`config.mk`:
```
export PLATFORM = sky130hd
export DESIGN_NAME = oh_pwr_ctrl
export DESIGN_NICKNAME = d
export VERILOG_FILES = /design/src/rtl/oh_pwr_ctrl.sv
export SDC_FILE = /design/constraint.sdc
export NUM_CORES = 1
export LEC_CHECK = 0
export ABC_AREA = 0
export CAP_MARGIN = 20
export CORE_UTILIZATION = 37
export DETAILED_ROUTE_END_ITERATION = 12
export PLACE_DENSITY = 0.63
export SETUP_SLACK_MARGIN = 0.4
export SLEW_MARGIN = 15
export SYNTH_ARGS = -nofsm -noshare
export SYNTH_HDL_FRONTEND = slang
export SYNTH_SLANG_ARGS = --single-unit
```
`constraint.sdc`:
```
create_clock -name clk -period 3.2 [get_ports clk]
set_clock_uncertainty 0.05 [all_clocks]
set_input_delay 0.64 -clock clk [delete_from_list [all_inputs] [get_ports clk]]
set_output_delay 0.64 -clock clk [all_outputs]
set_load 0.02 [all_outputs]
```
`src/rtl/oh_pwr_ctrl.sv`:
```
// oh_pwr_ctrl: power-domain sequencer for an oh_pwr_gate header switch.
// Drives npower, isolation, retention save/restore and domain reset
// around each gating event. A level request/ack handshake faces the
// system controller. Both sequences are fixed and cannot be aborted
// except by nreset.
module oh_pwr_ctrl #(
   parameter int RAMP_CYCLES = 16,
   parameter int RST_CYCLES  = 4,
   parameter int ISO_CYCLES  = 2,
   parameter int CW          = 8
) (
   input  logic clk,
   input  logic nreset,
   input  logic pwr_on_req,
   output logic pwr_on_ack,
   output logic busy,
   output logic npower,
   output logic iso,
   output logic save,
   output logic restore,
   output logic domain_nreset
);

   typedef enum logic [2:0] {
      OFF,
      RAMP,
      RSTREL,
      RESTORE,
      ON,
      ISO,
      SAVE,
      RSTASSERT
   } state_t;

   // Dwell reload values: a state lasting P cycles starts its counter at P-1.
   localparam logic [CW-1:0] RAMP_LD = CW'(RAMP_CYCLES - 1);
   localparam logic [CW-1:0] RST_LD  = CW'(RST_CYCLES - 1);
   localparam logic [CW-1:0] ISO_LD  = CW'(ISO_CYCLES - 1);

   state_t        state;
   logic [CW-1:0] cnt;
   logic          cnt_zero;

   assign cnt_zero = (cnt == '0);

   // Output pattern of each state, packed as
   // {npower, iso, domain_nreset, save, restore, pwr_on_ack, busy}.
   function automatic logic [6:0] outs(input state_t s);
      logic [6:0] v;
      v = 7'b1100000;
      case (s)
         OFF:       v = 7'b1100000;
         RAMP:      v = 7'b0100001;
         RSTREL:    v = 7'b0110001;
         RESTORE:   v = 7'b0110101;
         ON:        v = 7'b0010010;
         ISO:       v = 7'b0110001;
         SAVE:      v = 7'b0111001;
         RSTASSERT: v = 7'b0100001;
         default:   v = 7'b1100000;
      endcase
      return v;
   endfunction

   // Sequencer: state, dwell counter and registered outputs, all updated
   // on the edge that enters a state so outputs never depend on inputs
   // combinationally.
   always_ff @(posedge clk) begin
      if (!nreset) begin
         state <= OFF;
         cnt   <= '0;
         {npower, iso, domain_nreset, save, restore, pwr_on_ack, busy} <= outs(OFF);
      end else begin
         case (state)
            OFF: begin
               if (pwr_on_req) begin
                  state <= RAMP;
                  cnt   <= RAMP_LD;
                  {npower, iso, domain_nreset, save, restore, pwr_on_ack, busy} <= outs(RAMP);
               end
            end
            RAMP: begin
               if (cnt_zero) begin
                  state <= RSTREL;
                  cnt   <= RST_LD;
                  {npower, iso, domain_nreset, save, restore, pwr_on_ack, busy} <= outs(RSTREL);
               end else begin
                  cnt <= cnt - CW'(1);
               end
            end
            RSTREL: begin
               if (cnt_zero) begin
                  state <= RESTORE;
                  {npower, iso, domain_nreset, save, restore, pwr_on_ack, busy} <= outs(RESTORE);
               end else begin
                  cnt <= cnt - CW'(1);
               end
            end
            RESTORE: begin
               state <= ON;
               {npower, iso, domain_nreset, save, restore, pwr_on_ack, busy} <= outs(ON);
            end
            ON: begin
               if (!pwr_on_req) begin
                  state <= ISO;
                  cnt   <= ISO_LD;
                  {npower, iso, domain_nreset, save, restore, pwr_on_ack, busy} <= outs(ISO);
               end
            end
            ISO: begin
               if (cnt_zero) begin
                  state <= SAVE;
                  {npower, iso, domain_nreset, save, restore, pwr_on_ack, busy} <= outs(SAVE);
               end else begin
                  cnt <= cnt - CW'(1);
               end
            end
            SAVE: begin
               state <= RSTASSERT;
               cnt   <= RST_LD;
               {npower, iso, domain_nreset, save, restore, pwr_on_ack, busy} <= outs(RSTASSERT);
            end
            RSTASSERT: begin
               if (cnt_zero) begin
                  state <= OFF;
                  {npower, iso, domain_nreset, save, restore, pwr_on_ack, busy} <= outs(OFF);
               end else begin
                  cnt <= cnt - CW'(1);
               end
            end
            default: begin
               state <= OFF;
               cnt   <= '0;
               {npower, iso, domain_nreset, save, restore, pwr_on_ack, busy} <= outs(OFF);
            end
         endcase
      end
   end

endmodule

```
==> results of run 1 <==
[flip-flops by register name (all words and copies together), names as in the netlist]
name / count
pwr_on_ack: 1
restore: 1
npower: 1
iso: 1
busy: 1
state: 3
save: 1
cnt: 8
domain_nreset: 1
[layout by cell type, fill, tap and decap left out, types with 2 or more instances in the layout]
cell type        instances
nor2b_1                  3
o21ai_0                 10
nand3_1                  3
a21oi_1                  5
clkdlybuf4s50_1          9
inv_1                    5
nor4_1                   2
nand2_1                  8
nand4_1                  4
o31a_1                   2
xor2_1                   5
nor2_1                  14
nand2b_1                 3
a21boi_0                 4
mux2i_1                  2
clkbuf_4                 3
xnor2_1                  2
and2_1                   5
or2_2                    2
dfxtp_1                 18
nor3b_1                  2
[path summary, 6_finish.rpt]
| check | endpoint | startpoint | slack, ns | cells after the start |
|---|---|---|---|---|
| max | domain_nreset | cnt[0] | 1.12 | 7 |
| min | busy | busy | 0.41 | 2 |
| max reg2reg | domain_nreset | cnt[0] | 1.12 | 7 |
| min reg2reg | busy | busy | 0.41 | 2 |
[stage by stage]
stage | utilization (%) | setup WS [ns] | total power (uW) | instance area (um^2)
6_report | 45.52 | 1.122 | 1251 | 1169
5_1_grt | 45.52 | 0.9861 | 1377 | 1169
4_1_cts | 45.52 | 1.098 | 1258 | 1169
3_5_place_dp | 44.10 | 0.8315 | 1111 | 1132
3_3_place_gp | 44.10 | 0.8778 | 1097 | 1132
2_1_floorplan | - | 1.311 | 956.7 | 1032
[cell type report]
| cell class | count | share of cell area, % |
|---|---|---|
| Tap cell | 30 | 3.212 |
| Inverter | 5 | 1.606 |
| Multi-Input combinational cell | 96 | 53.53 |
| Timing Repair Buffer | 9 | 7.709 |
| Sequential cell | 18 | 30.84 |
| Clock buffer | 4 | 3.105 |
[routing by layer]
metal / up-vias / global-route usage (%) / wire [um]
met2: 26 / 26.51 / 983
met5: - / 0 / 0
met1: 421 / 22.04 / 1012
li1: 457 / - / -
met3: 2 / 6.389 / 125
met4: 0 / 5.983 / 14
[report_power, final]
group,leakage (uW),internal [uW],switching (uW),total (uW)
sequential,0.000148,299,111,410
combinational,0.000284,311,389,700
clock,0.0000210,69.4,72.1,142
[worst max-delay path: stages (launching register included)]
cell and delay [ns]:
dfxtp_1 0.37, inv_1 0.07, ha_1 0.29, or3b_2 0.56, nor2_8 0.14, o21ai_4 0.11, a211o_1 0.31, a21boi_2 0.12
[cells by family (layout without fill, tap and decap cells)]
group,count (synthesis),count (layout),synth area share (%)
xor gates and xnor gates,7,7,5.940
muxes,2,2,1.939
adders and majority gates,1,1,1.212
and+or+nand+nor,55,55,30.30
buffers and inverters,12,18,4.484
DFF,18,18,34.91
AOI/OAI and AO/OA,31,31,21.21
==> metrics.txt, run 1 <==
most frequent cells after synthesis=dfxtp_1, nor2_1, o21ai_0; worst slew pin tran=0.6149 ns; PD cells=1071 mW/mm^2; Synth Flop Type=dfxtp_1; worst-path fanout max=9; Die X=54.82 um; Remaining DRCs=0; clk sinks=18; fmax=481.2 MHz; Final GP Congestion=0.8116; vias in the first global route=811; largest net degree at the start of global routing=18; Root Driver=clkbuf_4; CTS Hold Bufs=0; Relative slew margins=58.63%; chip height=54.82 um; CP Capture Type=register; routed length per instance=13.19 um; Final ANT Viol Nets=0; Async SR Flop Fraction=0%; PostCTS Resize Cnt=0; initial antenna violation count=0; top-area cell type share of the netlist area=34.91%; P&R area growth vs syn=13.21%; Detailed Route WL=2.136 mm; DR pass1 iterations=4; post-CTS setup buffer count=0; Fill cells=259; final hold viol count=0; CTS max path bufs=2; Finish-stage setup viols=0; Setup TNS=0 ns; share of layout cells above drive strength 1=9.848%; crit share post-route=64.95%; largest cells by area after synthesis=dfxtp_1, nor2_1, o21ai_0, xor2_1, and2_1; Hold WC Path Type=register to register; Seq/Total Area, Yosys=34.91%; n_diodes=0; CTS H-Tree Depth=1; post-synth net total=130; Vias/cell=5.593; Layout Nets=137; post-DP HPWL=1.505 mm; post-synth cell types=41; row cnt=18; global-route wire length before repair=3.677 mm; minimum hold slack=0.4058 ns; crit path time final=2.078 ns; die area=0.003005 mm^2; placed cell count=158; yosys warns=0; worst skew pair latency=0.30 ns; RSZ-0062 raised after global routing=false; PortBufs=9; dominant cell type by area after synthesis=dfxtp_1; top-count cell post-synth=dfxtp_1; Arrival @ worst endpoint=2.27 ns; critical path class=register to register; synthesized area=0.001032 mm^2; synthesized area per cell=8.192 um^2; Yosys reg bits=18; Slew Viols, Final=0; Synth Instances=126; CTS tree=yes; Worst EP required=3.39 ns; Placeable Area=0.002567 mm^2; Final Non-Filler Cells=162; register area=360.3 um^2; IR Drop Worst-Case VDD=0.5171 mV; Clock transition at path regs=0.11 ns; Starting DRT DRC Count=41; routed via count=906; count of flip-flops with a built-in enable after synthesis=0; critical path startpoint category=register; max_cap viols=0; global route overflow=0; Initial Utilization=40.20%; Pleak=0.0004530 uW; io pins=10; CTS Buf Count=3; Global Route Usage Sum=17.33%; status=complete, no violations; multi-input logic area=625.6 um^2
Note: power is estimated with default switching activity, not from simulation.
==> run 2: changes to the inputs <==
PLACE_DENSITY = 0.65   (was 0.63)
clock period = 1.8 ns   (was 3.2 ns; I/O delays follow)
==> metrics.txt, run 2 (synthesized netlist as in run 1, its figures left out) <==
placed cell count=169 (was 158); CP Capture Type=register (unchanged); clk sinks=18 (unchanged); PD cells=2027 mW/mm^2 (was 1071 mW/mm^2); initial antenna violation count=0 (unchanged); Relative slew margins=75.39% (was 58.63%); Arrival @ worst endpoint=1.87 ns (was 2.27 ns); chip height=54.82 um (unchanged); minimum hold slack=0.4062 ns (was 0.4058 ns); Initial Utilization=40.20% (unchanged); P&R area growth vs syn=37.82% (was 13.21%); CTS Hold Bufs=0 (unchanged); CTS Buf Count=3 (unchanged); WP buf/inv=0 (was 1); max reg flops=8 (unchanged); DR pass1 iterations=4 (unchanged); share of layout cells above drive strength 1=40.91% (was 9.848%); Final ANT Viol Nets=0 (unchanged); critical path startpoint category=register (unchanged); row cnt=18 (unchanged); Tot Pwr=2883 uW (was 1251 uW); crit-path max cell delay=0.58 ns (was 0.56 ns); routed length per instance=14.77 um (was 13.19 um); worst skew pair latency=0.30 ns (about the same); Die X=54.82 um (unchanged); status=complete, no violations (unchanged); post-DP HPWL=1.733 mm (was 1.505 mm); Design Area, Final=0.001423 mm^2 (was 0.001169 mm^2); Placeable Area=0.002567 mm^2 (unchanged); Switch Pwr=1252 uW (was 572.3 uW); IR Drop Worst-Case VDD=1.240 mV (was 0.5171 mV); register area=380.4 um^2 (was 360.3 um^2); vias in the first global route=896 (was 811); largest net degree at the start of global routing=16 (was 18); PortBufs=9 (unchanged); Worst EP required=2.00 ns (was 3.39 ns); critical path class=register to register (unchanged); Detailed Route WL=2.717 mm (was 2.136 mm); final hold viol count=0 (unchanged); Final Non-Filler Cells=184 (was 162); crit path time final=1.675 ns (was 2.078 ns); CTS tree=yes (unchanged); crit-path cells=or4_4, nor2_8, o21ai_4, a211o_1, a21boi_2 (was inv_1, ha_1, or3b_2, nor2_8, o21ai_4, a211o_1, a21boi_2); most flop-heavy register=cnt (unchanged); Sequential Power Share=24.7% (was 32.8%); Root Driver=clkbuf_4 (unchanged); routed via count=1014 (was 906); Remaining DRCs=0 (unchanged); RSZ-0062 raised after global routing=true (was false); die area=0.003005 mm^2 (unchanged); Pleak=0.0005909 uW (was 0.0004530 uW); Starting DRT DRC Count=12 (was 41); CTS max path bufs=2 (unchanged); Critical-path top delay cell=or4_4 (was or3b_2); Comb pwr share=66.4% (was 55.9%); Global Route Usage Sum=20.82% (was 17.33%); Final GP Congestion=0.8131 (was 0.8116); multi-input logic area=720.7 um^2 (was 625.6 um^2); fmax=596.9 MHz (was 481.2 MHz); Fill cells=241 (was 259); Hold WC Path Type=register to register (unchanged); clock share of power=8.9% (was 11.3%); crit path from=cnt[3] (was cnt[0]); Finish-stage setup viols=0 (unchanged); crit share post-route=93.07% (was 64.95%); P_int=1631 uW (was 679.0 uW); worst slew pin tran=0.3663 ns (was 0.6149 ns); Vias/cell=5.511 (was 5.593); global route overflow=0 (unchanged); max_cap viols=0 (unchanged); most common cell after layout, fill and taps aside=buf_4 (was dfxtp_1); reg-to-reg startpoint=cnt[3] (was cnt[0]); io pins=10 (unchanged); top flop regs=cnt x8, state x3 (unchanged); Switching Fraction=43.44% (was 45.74%); DP Area=0.001255 mm^2 (was 0.001132 mm^2); Layout Nets=159 (was 137); critical hold path startpoint=busy (unchanged); critical path's top delay family=simple AND/OR/NAND/NOR gates (unchanged); n_diodes=0 (unchanged); worst-path fanout max=7 (was 9); CTS H-Tree Depth=1 (unchanged); Slew Viols, Final=0 (unchanged); global-route wire length before repair=4.340 mm (was 3.677 mm); most frequent cells in the layout=buf_4, nor2_1, dfxtp_1, nand2_1, clkbuf_2 (was dfxtp_1, nor2_1, o21ai_0, clkdlybuf4s50_1, nand2_1); Clock transition at path regs=0.11 ns (about the same)
## run 2: cell types whose count changed in the layout (fill, tap and decap cells not counted), sizes merged
cell,before,now
clkdlybuf4s18,0,1
dlygate4sd2,0,1
clkbuf,4,11
buf,0,21
clkdlybuf4s50,9,1
## run 2: timing repair
item,CTS,global route
setup buffers,8,3
pin swaps,11,5
setup endpoints to repair,25,25
gates cloned,0,0
resized for setup,27,21
hold endpoints to repair,0,0
## run 2: worst paths after layout
check	end	cells after the start	slack (ns)
worst min register to register	busy	2	0.41
worst max-delay path	domain_nreset	5	0.12
worst max register to register	domain_nreset	5	0.12
worst min-delay path	busy	2	0.41
## run 2: layout make-up
class                   instances  area share [%]
repair buffers                 31           16.10
well taps                      30           2.639
multi-input cells              96           50.66
inverters                       5           1.319
clock buffers                   4           2.551
flip-flops and latches         18           26.74
## run 2: layer usage
metal | share of wire (%) | global-route usage (%) | wire [um]
met1 | 44 | 25.49 | 1206
met2 | 50 | 34.54 | 1367
met3 | 3.5 | 5.278 | 94
met4 | 1.8 | 7.692 | 48
met5 | 0 | 0 | 0
## run 2: power groups by stage
stage	logic, uW	registers, uW	clock network [uW]
global placement	1500	719	0
floorplan	1100	715	0
CTS	1790	720	262
finish	1910	713	256
global route	2110	736	280
detailed placement	1530	726	0
## run 2: worst min-delay path: stages (launching register included)
cell and delay, ns:
dfxtp_1 0.32, inv_1 0.05, a21oi_1 0.05
## run 2: through the flow
stage	worst slack (ns)	setup TNS [ns]	util, %
finish	0.1248	0	55.41
global route	0.04440	0	55.41
CTS	0.1268	0	55.02
detailed placement	-0.2437	-2.888	48.88
global placement	-0.2212	-2.720	48.88
floorplan	0.1619	0	-
